File: src/rtl/line_clear_sequencer_if.sv
// Single-port playfield row access bundle.
// The sequencer is the master; the playfield storage is the slave.
interface line_clear_sequencer_if #(
   parameter int ROW_AW = 5,
   parameter int COLS   = 10
);
   logic [ROW_AW-1:0] row_addr;
   logic [COLS-1:0]   row_rdata;
   logic              row_we;
   logic [ROW_AW-1:0] row_waddr;
   logic [COLS-1:0]   row_wdata;

   modport master (
      output row_addr,
      input  row_rdata,
      output row_we,
      output row_waddr,
      output row_wdata
   );

   modport slave (
      input  row_addr,
      output row_rdata,
      input  row_we,
      input  row_waddr,
      input  row_wdata
   );
endinterface

File: src/rtl/line_clear_sequencer.sv
// Bottom-up full-row removal and compaction of the playfield, plus scoring.
// Build option: LINE_CLEAR_COMBO_SCORE_EN selects 0/1/3/5/8 combo points.
module line_clear_sequencer #(
   parameter int ROWS      = 20,
   parameter int COLS      = 10,
   parameter int ROW_AW    = 5,
   parameter int SCORE_W   = 14,
   parameter int SCORE_MAX = 9999
) (
   input  logic                   clk,
   input  logic                   reset,
   input  logic                   start,
   input  logic                   hold,
   line_clear_sequencer_if.master rp,
   output logic                   busy,
   output logic                   done,
   output logic [2:0]             lines_cleared,
   output logic [SCORE_W-1:0]     score
);

   typedef enum logic [1:0] {
      IDLE,
      SCAN,
      FILL,
      DONE
   } state_t;

   localparam logic [ROW_AW:0] PTR_TOP = (ROW_AW + 1)'(ROWS - 1);
   localparam logic [SCORE_W:0] SMAX   = (SCORE_W + 1)'(SCORE_MAX);

   state_t          state;
   logic [ROW_AW:0] rd;
   logic [ROW_AW:0] wr;
   logic [ROW_AW:0] cnt;
   logic [ROW_AW:0] cnt_nxt;
   logic            full;
   logic [SCORE_W:0] sum;

   function automatic logic [SCORE_W:0] points(input logic [ROW_AW:0] n);
      logic [SCORE_W:0] p;
`ifdef LINE_CLEAR_COMBO_SCORE_EN
      unique case (1'b1)
         (n == 0): p = (SCORE_W + 1)'(0);
         (n == 1): p = (SCORE_W + 1)'(1);
         (n == 2): p = (SCORE_W + 1)'(3);
         (n == 3): p = (SCORE_W + 1)'(5);
         default:  p = (SCORE_W + 1)'(8);
      endcase
`else
      p = (SCORE_W + 1)'(n);
`endif
      return p;
   endfunction

   assign full    = &rp.row_rdata;
   assign cnt_nxt = cnt + {{ROW_AW{1'b0}}, full};
   assign sum     = {1'b0, score} + points(cnt);

   // Row port: read in SCAN, copy survivors or zero-fill; silenced by reset
   always_comb begin
      rp.row_addr  = '0;
      rp.row_we    = 1'b0;
      rp.row_waddr = '0;
      rp.row_wdata = '0;
      if (!reset) begin
         unique case (state)
            SCAN: begin
               rp.row_addr = rd[ROW_AW-1:0];
               if (!hold && !full) begin
                  rp.row_we    = (rd != wr);
                  rp.row_waddr = wr[ROW_AW-1:0];
                  rp.row_wdata = rp.row_rdata;
               end
            end
            FILL: begin
               if (!hold) begin
                  rp.row_we    = 1'b1;
                  rp.row_waddr = wr[ROW_AW-1:0];
               end
            end
            default: ;
         endcase
      end
   end

   // Pass sequencing, pointers, and registered status/score outputs
   always_ff @(posedge clk) begin
      if (reset) begin
         state         <= IDLE;
         rd            <= '0;
         wr            <= '0;
         cnt           <= '0;
         busy          <= 1'b0;
         done          <= 1'b0;
         lines_cleared <= '0;
         score         <= '0;
      end else begin
         unique case (state)
            IDLE: begin
               if (start) begin
                  state <= SCAN;
                  rd    <= PTR_TOP;
                  wr    <= PTR_TOP;
                  cnt   <= '0;
                  busy  <= 1'b1;
               end
            end
            SCAN: begin
               if (!hold) begin
                  rd  <= rd - 1'b1;
                  cnt <= cnt_nxt;
                  if (!full) wr <= wr - 1'b1;
                  if (rd == '0) begin
                     if (cnt_nxt != '0) begin
                        state <= FILL;
                     end else begin
                        state <= DONE;
                        done  <= 1'b1;
                     end
                  end
               end
            end
            FILL: begin
               if (!hold) begin
                  wr <= wr - 1'b1;
                  if (wr == '0) begin
                     state <= DONE;
                     done  <= 1'b1;
                  end
               end
            end
            DONE: begin
               state         <= IDLE;
               busy          <= 1'b0;
               done          <= 1'b0;
               lines_cleared <= (cnt > 7) ? 3'd7 : cnt[2:0];
               score         <= (sum > SMAX) ? SMAX[SCORE_W-1:0]
                                             : sum[SCORE_W-1:0];
            end
            default: state <= IDLE;
         endcase
      end
   end

endmodule

File: src/flat_wrapper.sv
// flat-port wrapper written by rule: the top's interface ports become plain ports
module line_clear_sequencer_flat 
#(
   parameter int ROWS      = 20,
   parameter int COLS      = 10,
   parameter int ROW_AW    = 5,
   parameter int SCORE_W   = 14,
   parameter int SCORE_MAX = 9999
)
  (clk, reset, start, hold, busy, done, lines_cleared, score, rp_row_addr, rp_row_rdata, rp_row_we, rp_row_waddr, rp_row_wdata);
  line_clear_sequencer_if #(.ROW_AW(ROW_AW), .COLS(COLS)) rp_i ();
  input  logic clk;
  input  logic reset;
  input  logic start;
  input  logic hold;
  output logic busy;
  output logic done;
  output logic [2:0] lines_cleared;
  output logic [SCORE_W-1:0] score;
  output wire logic [$bits(rp_i.row_addr)-1:0] rp_row_addr;
  input wire logic [$bits(rp_i.row_rdata)-1:0] rp_row_rdata;
  output wire logic [$bits(rp_i.row_we)-1:0] rp_row_we;
  output wire logic [$bits(rp_i.row_waddr)-1:0] rp_row_waddr;
  output wire logic [$bits(rp_i.row_wdata)-1:0] rp_row_wdata;
  assign rp_row_addr = rp_i.row_addr;
  assign rp_i.row_rdata = rp_row_rdata;
  assign rp_row_we = rp_i.row_we;
  assign rp_row_waddr = rp_i.row_waddr;
  assign rp_row_wdata = rp_i.row_wdata;
  line_clear_sequencer #(.ROWS(ROWS), .COLS(COLS), .ROW_AW(ROW_AW), .SCORE_W(SCORE_W), .SCORE_MAX(SCORE_MAX)) u_core (.clk(clk), .reset(reset), .start(start), .hold(hold), .rp(rp_i), .busy(busy), .done(done), .lines_cleared(lines_cleared), .score(score));
endmodule
File: config.mk
export PLATFORM = sky130hd
export DESIGN_NAME = line_clear_sequencer_flat
export DESIGN_NICKNAME = d
export VERILOG_FILES = /design/src/rtl/line_clear_sequencer_if.sv /design/src/rtl/line_clear_sequencer.sv /design/src/flat_wrapper.sv
export SDC_FILE = /design/constraint.sdc
export NUM_CORES = 1
export LEC_CHECK = 0
export ABC_AREA = 1
export ABC_CLOCK_PERIOD_IN_PS = 3400
export BUFFER_PORTS_ARGS = -buffer_cell sky130_fd_sc_hd__buf_2
export CORE_MARGIN = 3
export CORE_UTILIZATION = 35
export DETAILED_ROUTE_END_ITERATION = 8
export GPL_TIMING_DRIVEN = 0
export SETUP_SLACK_MARGIN = 0.2
export SLEW_MARGIN = 20
export SYNTH_ARGS = -nofsm -noshare
export SYNTH_HDL_FRONTEND = slang
export SYNTH_SLANG_ARGS = --single-unit
File: constraint.sdc
create_clock -name clk -period 3.4 [get_ports clk]
set_clock_uncertainty 0.1 [all_clocks]
set_input_delay 0 -clock clk [delete_from_list [all_inputs] [get_ports clk]]
set_output_delay 0 -clock clk [all_outputs]
set_load 0.01 [all_outputs]
### After elaboration in Yosys (flattened, before gate mapping)

Index checks and enable logic that the tools add are counted.

* word-level logic and storage cells: 82
* bits in registers: 39
* output and inout bits: 40
* input port bits: 14

* magnitude comparators: 2
* equality and inequality tests: 11
* multiplexer cells: 40
* reductions and logical operators: 17
* add/subtract/negate cells: 4

Operators by type and width (count)
* two-way mux 6 bit: 7
* two-way mux 10 bit: 3
* two-way mux 5 bit: 5
* one-hot mux 6 bit (2 select lines): 2
* one-hot mux 6 bit (3 select lines): 1
* adder 14 x 6 -> 15 bit: 1
* > comparator 15 x 14 -> 1 bit, second input constant: 1
* two-way mux 14 bit: 1
* logical NOT 6 bit: 2
* subtractor 6 x 1 -> 6 bit, second input constant: 2
* two-way mux 1 bit: 10
* two-way mux 2 bit: 5
* != test 2 bit, second input constant: 5
* one-hot mux 5 bit (2 select lines): 1
* AND reduction 10 bit: 1
* AND reduction 5 bit: 2
* one-hot mux 2 bit (4 select lines): 1
* adder 6 x 1 -> 6 bit: 1
* > comparator 6 x 3 -> 1 bit, second input constant: 1
* != test 6 bit: 1
* AND reduction 6 bit: 1
* nonzero test 3 bit: 2
* nonzero test 6 bit: 1
* equality test 2 bit, second input constant: 2
* 11 further kinds: 15

### Depth between registers and ports, before layout

* word-level depth: 7
* depth in mapped cells: 18
* mapped depth without buffers: 17

### Worst setup path before layout

No wires, ideal clock.

* path kind: reg-to-reg
* start point: register u_core.score[0]
* end point: register u_core.score[11]
* cell stages (with the launch flop): 17
* library setup time: 66 ps
* data required time: 3234 ps
* buffers on the path: 1
* clock period less this slack: 2392 ps
* data arrival time: 2226 ps
* setup slack: 1008 ps
* cell sequence: dfxtp_1 > ha_1 > inv_1 > fa_1 > inv_1 > nand3_1 > nand2_1 > nand2_1 > nand2_2 > xor2_2 > nand3b_1 > nor2_1 > nand3b_1 > nand2_2 > buf_8 > nand2_2 > a21oi_2

* word-level cells in the longest chain between the ends: 3

RTL lines
* from (decl): RTL line line_clear_sequencer.sv:18 `output logic [SCORE_W-1:0] score`
* from (signal assigned): RTL line line_clear_sequencer.sv:137 `score <= (sum > SMAX) ? SMAX[SCORE_W-1:0]`
* adder 14 x 6 -> 15 bit (*): RTL line line_clear_sequencer.sv:57 `assign sum = {1'b0, score} + points(cnt);`
* > comparator 15 x 14 -> 1 bit: RTL line line_clear_sequencer.sv:137
* two-way mux 14 bit (*): RTL line line_clear_sequencer.sv:137

Every way passes the cells marked *; elsewhere a longest branch is shown, timed or not.
A chain may end at the register's enable or synchronous reset.

### Final worst setup path

* start point: register u_core.cnt[0]
* end point: register u_core.score[12]

* word-level cells in the longest chain between the ends: 3

RTL lines
* from (decl): RTL line line_clear_sequencer.sv:34 `logic [ROW_AW:0] cnt;`
* from (signal assigned): RTL line line_clear_sequencer.sv:111 `cnt <= cnt_nxt;`
* adder 14 x 6 -> 15 bit (*): RTL line line_clear_sequencer.sv:57
* > comparator 15 x 14 -> 1 bit: RTL line line_clear_sequencer.sv:137
* two-way mux 14 bit (*): RTL line line_clear_sequencer.sv:137

Marks and branches as above.

==> impl_metrics.json <==
{
  "status": "completed",
  "clk_latency_ns": 0.30,
  "place_area_um2": 3253,
  "yosysTopAreaCell": "dfxtp_1",
  "tightest_slew_ns": 0.5182,
  "slew_viol_final": 0,
  "cts_root_buf": "clkbuf_8",
  "h-tree-depth": 2,
  "area_growth_pct": 17.67,
  "synth.area.top_cells": "dfxtp_1 (27%), nand2_1 (14%), inv_1 (8.5%)",
  "cts.sinks": 39,
  "numCtsBuffers": 5,
  "viasPerCell": 4.833,
  "cp_top_family": "simple AND/OR/NAND/NOR gates",
  "hold-path-cell-count": 6,
  "initial_core_util_pct": 36.45,
  "ys_ff_latch": 39,
  "leakage_nw": 1.662,
  "hp-start": "hold",
  "vias": 2948,
  "dp_hpwl_mm": 6.008,
  "die_w_um": 96.40,
  "drt-initial-drc-count": 196,
  "critPathLaunchType": "flip-flop",
  "fp.dieArea_um2": 9293,
  "fmax_mhz": 370.9,
  "die_h_um": 96.40,
  "grt_pass1_vias": 2652,
  "design_area_um2": 3366,
  "wl_per_cell_um": 12.30,
  "synth_seq_area_share_pct": 27.30,
  "fp.coreArea_um2": 7848,
  "synth_top_area_share_pct": 27.30,
  "synthTopCellsByCount": "nand2_1 (103), inv_1 (65), nor2_1 (48), dfxtp_1 (39), nand3_1 (37)",
  "ir_worst_vdd_mv": 0.2071,
  "rsz0062_at_grt": "no",
  "place_ws_ns": 0.7024,
  "max-cap-violations": 0,
  "async_flop_share_pct": 0,
  "reg2reg_depth": 16,
  "period_needed_ns": 2.696,
  "cp_slowest_cell": "dfxtp_1",
  "netlist_instances": 445,
  "path_max_fanout": 10,
  "ioPinCount": 54,
  "synthesis.area_um2": 2860,
  "p_per_area_nw_per_um2": 582.3,
  "drc": 0,
  "overflow": 0,
  "ys_warn_count": 0,
  "crit_arrival_ns": 2.83,
  "gp_congestion": 0.8657,
  "final_core_util_pct": 42.89,
  "synth.avg_cell_area_um2": 6.428,
  "cpPeakStageDelay_ns": 0.40,
  "num_rows": 32,
  "synthFlopType": "dfxtp_1",
  "grt_pass1_wl_mm": 12.27,
  "cp_cell_sequence": "ha_1 > inv_1 > fa_1 > inv_1 > nand3_1 > nand2_1 > nand2_1 > nand2_2 > xor2_2 > nand3b_1 > nor2_1 > nand3b_1 > nand2_2 > buf_8 > nand2_2 > a21oi_2",
  "required_ns": 3.54,
  "postCtsSetupBuffers": 0,
  "drive_above_1_share_pct": 17.72,
  "synth_cell_types": 37,
  "firstDrtPassIters": 5,
  "reg2reg_to": "u_core.score[12]",
  "finalSetupViolations": 0,
  "worst-path-buf-inv": 3,
  "hold_violations": 0,
  "holdWs_ns": 0.1008,
  "n_antenna_cell": 0,
  "worst_slack_ns": 0.7042,
  "critPathCaptureType": "flip-flop",
  "r2r_setup_slack_ns": 0.70,
  "cts_tree": "done",
  "reg2reg_from": "u_core.cnt[0]",
  "io_buffer_count": 53,
  "grt_use_total_pct": 16.73,
  "hp-class": "primary input to flip-flop",
  "final_nets": 538,
  "synth_edf_count": 0,
  "grt_antenna_before_repair": 0,
  "finalNonFillerCells": 610,
  "p_total_mw": 1.960,
  "min_delay_worst_endpoint": "u_core.cnt[5]",
  "ant_nets": 0,
  "clk_path_buf_depth": 2,
  "crit_path_frequent_cell": "nand2_2",
  "dp.cells": 600,
  "relSlewSlack_pct": 65.45,
  "synth_most_common_cell": "nand2_1",
  "critPathKind": "flip-flop to flip-flop",
  "grt_max_degree": 15,
  "routed_wl_mm": 7.502,
  "setup_tns_ns": 0,
  "syn-num-nets": 476,
  "min_period_over_period_pct": 79.29,
  "path_clk_slew_ns": 0.09
}
-- worst max path at each step --
| stage | to | cells past startpoint | startpoint |
|---|---|---|---|
| after floorplan | u_core.score[11] | 16 | u_core.score[0] |
| after global placement | u_core.score[12] | 16 | u_core.cnt[0] |
| after detailed placement | u_core.score[12] | 16 | u_core.cnt[0] |
| after CTS | u_core.score[12] | 16 | u_core.cnt[0] |
| after global routing | u_core.score[12] | 16 | u_core.cnt[0] |
| final | u_core.score[12] | 16 | u_core.cnt[0] |
-- report_power, final --
| group | leakage, nW | internal, mW | switching, mW | total (mW) |
|---|---|---|---|---|
| clock | 0.0408 | 0.147 | 0.180 | 0.327 |
| sequential | 0.318 | 0.566 | 0.111 | 0.677 |
| combinational | 1.30 | 0.335 | 0.621 | 0.956 |
-- placed cells by master, fill, tap and decap left out, types with 2 or more instances in the layout --
cell type	n
a211oi_1	3
a21oi_1	25
a21oi_2	10
a31oi_1	5
and2_1	2
buf_2	55
buf_6	2
clkbuf_1	3
clkbuf_8	6
clkinvlp_4	2
dfxtp_1	39
dlygate4sd3_1	3
ha_1	16
inv_1	65
nand2_1	103
nand2_2	7
nand3_1	37
nand3b_1	3
nand4_1	7
nor2_1	48
nor2_2	3
nor3_1	15
nor4_1	5
o21ai_0	22
xnor2_1	2
xor2_1	7
-- per-layer routing --
layer	track usage, %	vias to the layer above	wire, um
met3	3.021	3	320
li1	-	1563	-
met5	0	-	0
met1	22.56	1318	3636
met4	3.505	0	19
met2	27.95	64	3526
-- cells by family (layout without fill, tap and decap cells) --
logic type	Yosys count	in the layout	share of synthesized area (%)
AOI/OAI and AO/OA	68	68	14.04
DFF	39	39	27.30
and+or+nand+nor	234	234	35.96
adders and majority gates	17	17	7.699
buffers and inverters	77	140	11.68
xor gates and xnor gates	10	10	3.325
-- worst min-delay path: stages --
cell	delay, ns
buf_2	0.10
nor2_1	0.07
nand2_1	0.08
inv_1	0.08
nand2_1	0.07
a21oi_1	0.05
-- sequential cells by signal (all words and copies together) (netlist names) --
signal                cells
u_core.busy               1
u_core.cnt                6
u_core.done               1
u_core.lines_cleared      3
u_core.rd                 6
u_core.score             14
u_core.state              2
u_core.wr                 6
-- cell type report --
class / count / area [um2]
fillers: 867 / 4482
multi-input cells: 329 / 1745
flip-flops and latches: 39 / 780.7
repair buffers: 55 / 285.3
inverters: 66 / 247.7
well taps: 102 / 127.6
plain buffers: 11 / 86.33
clock buffers: 5 / 68.82
clock inverters: 3 / 23.77
-- repair_timing --
item                                   CTS  global route
hold buffers                             2             0
endpoints found under the hold margin    4             0
setup endpoints to repair                0             0
resized for setup                        0             0
Note: power is estimated with default switching activity, not from simulation.
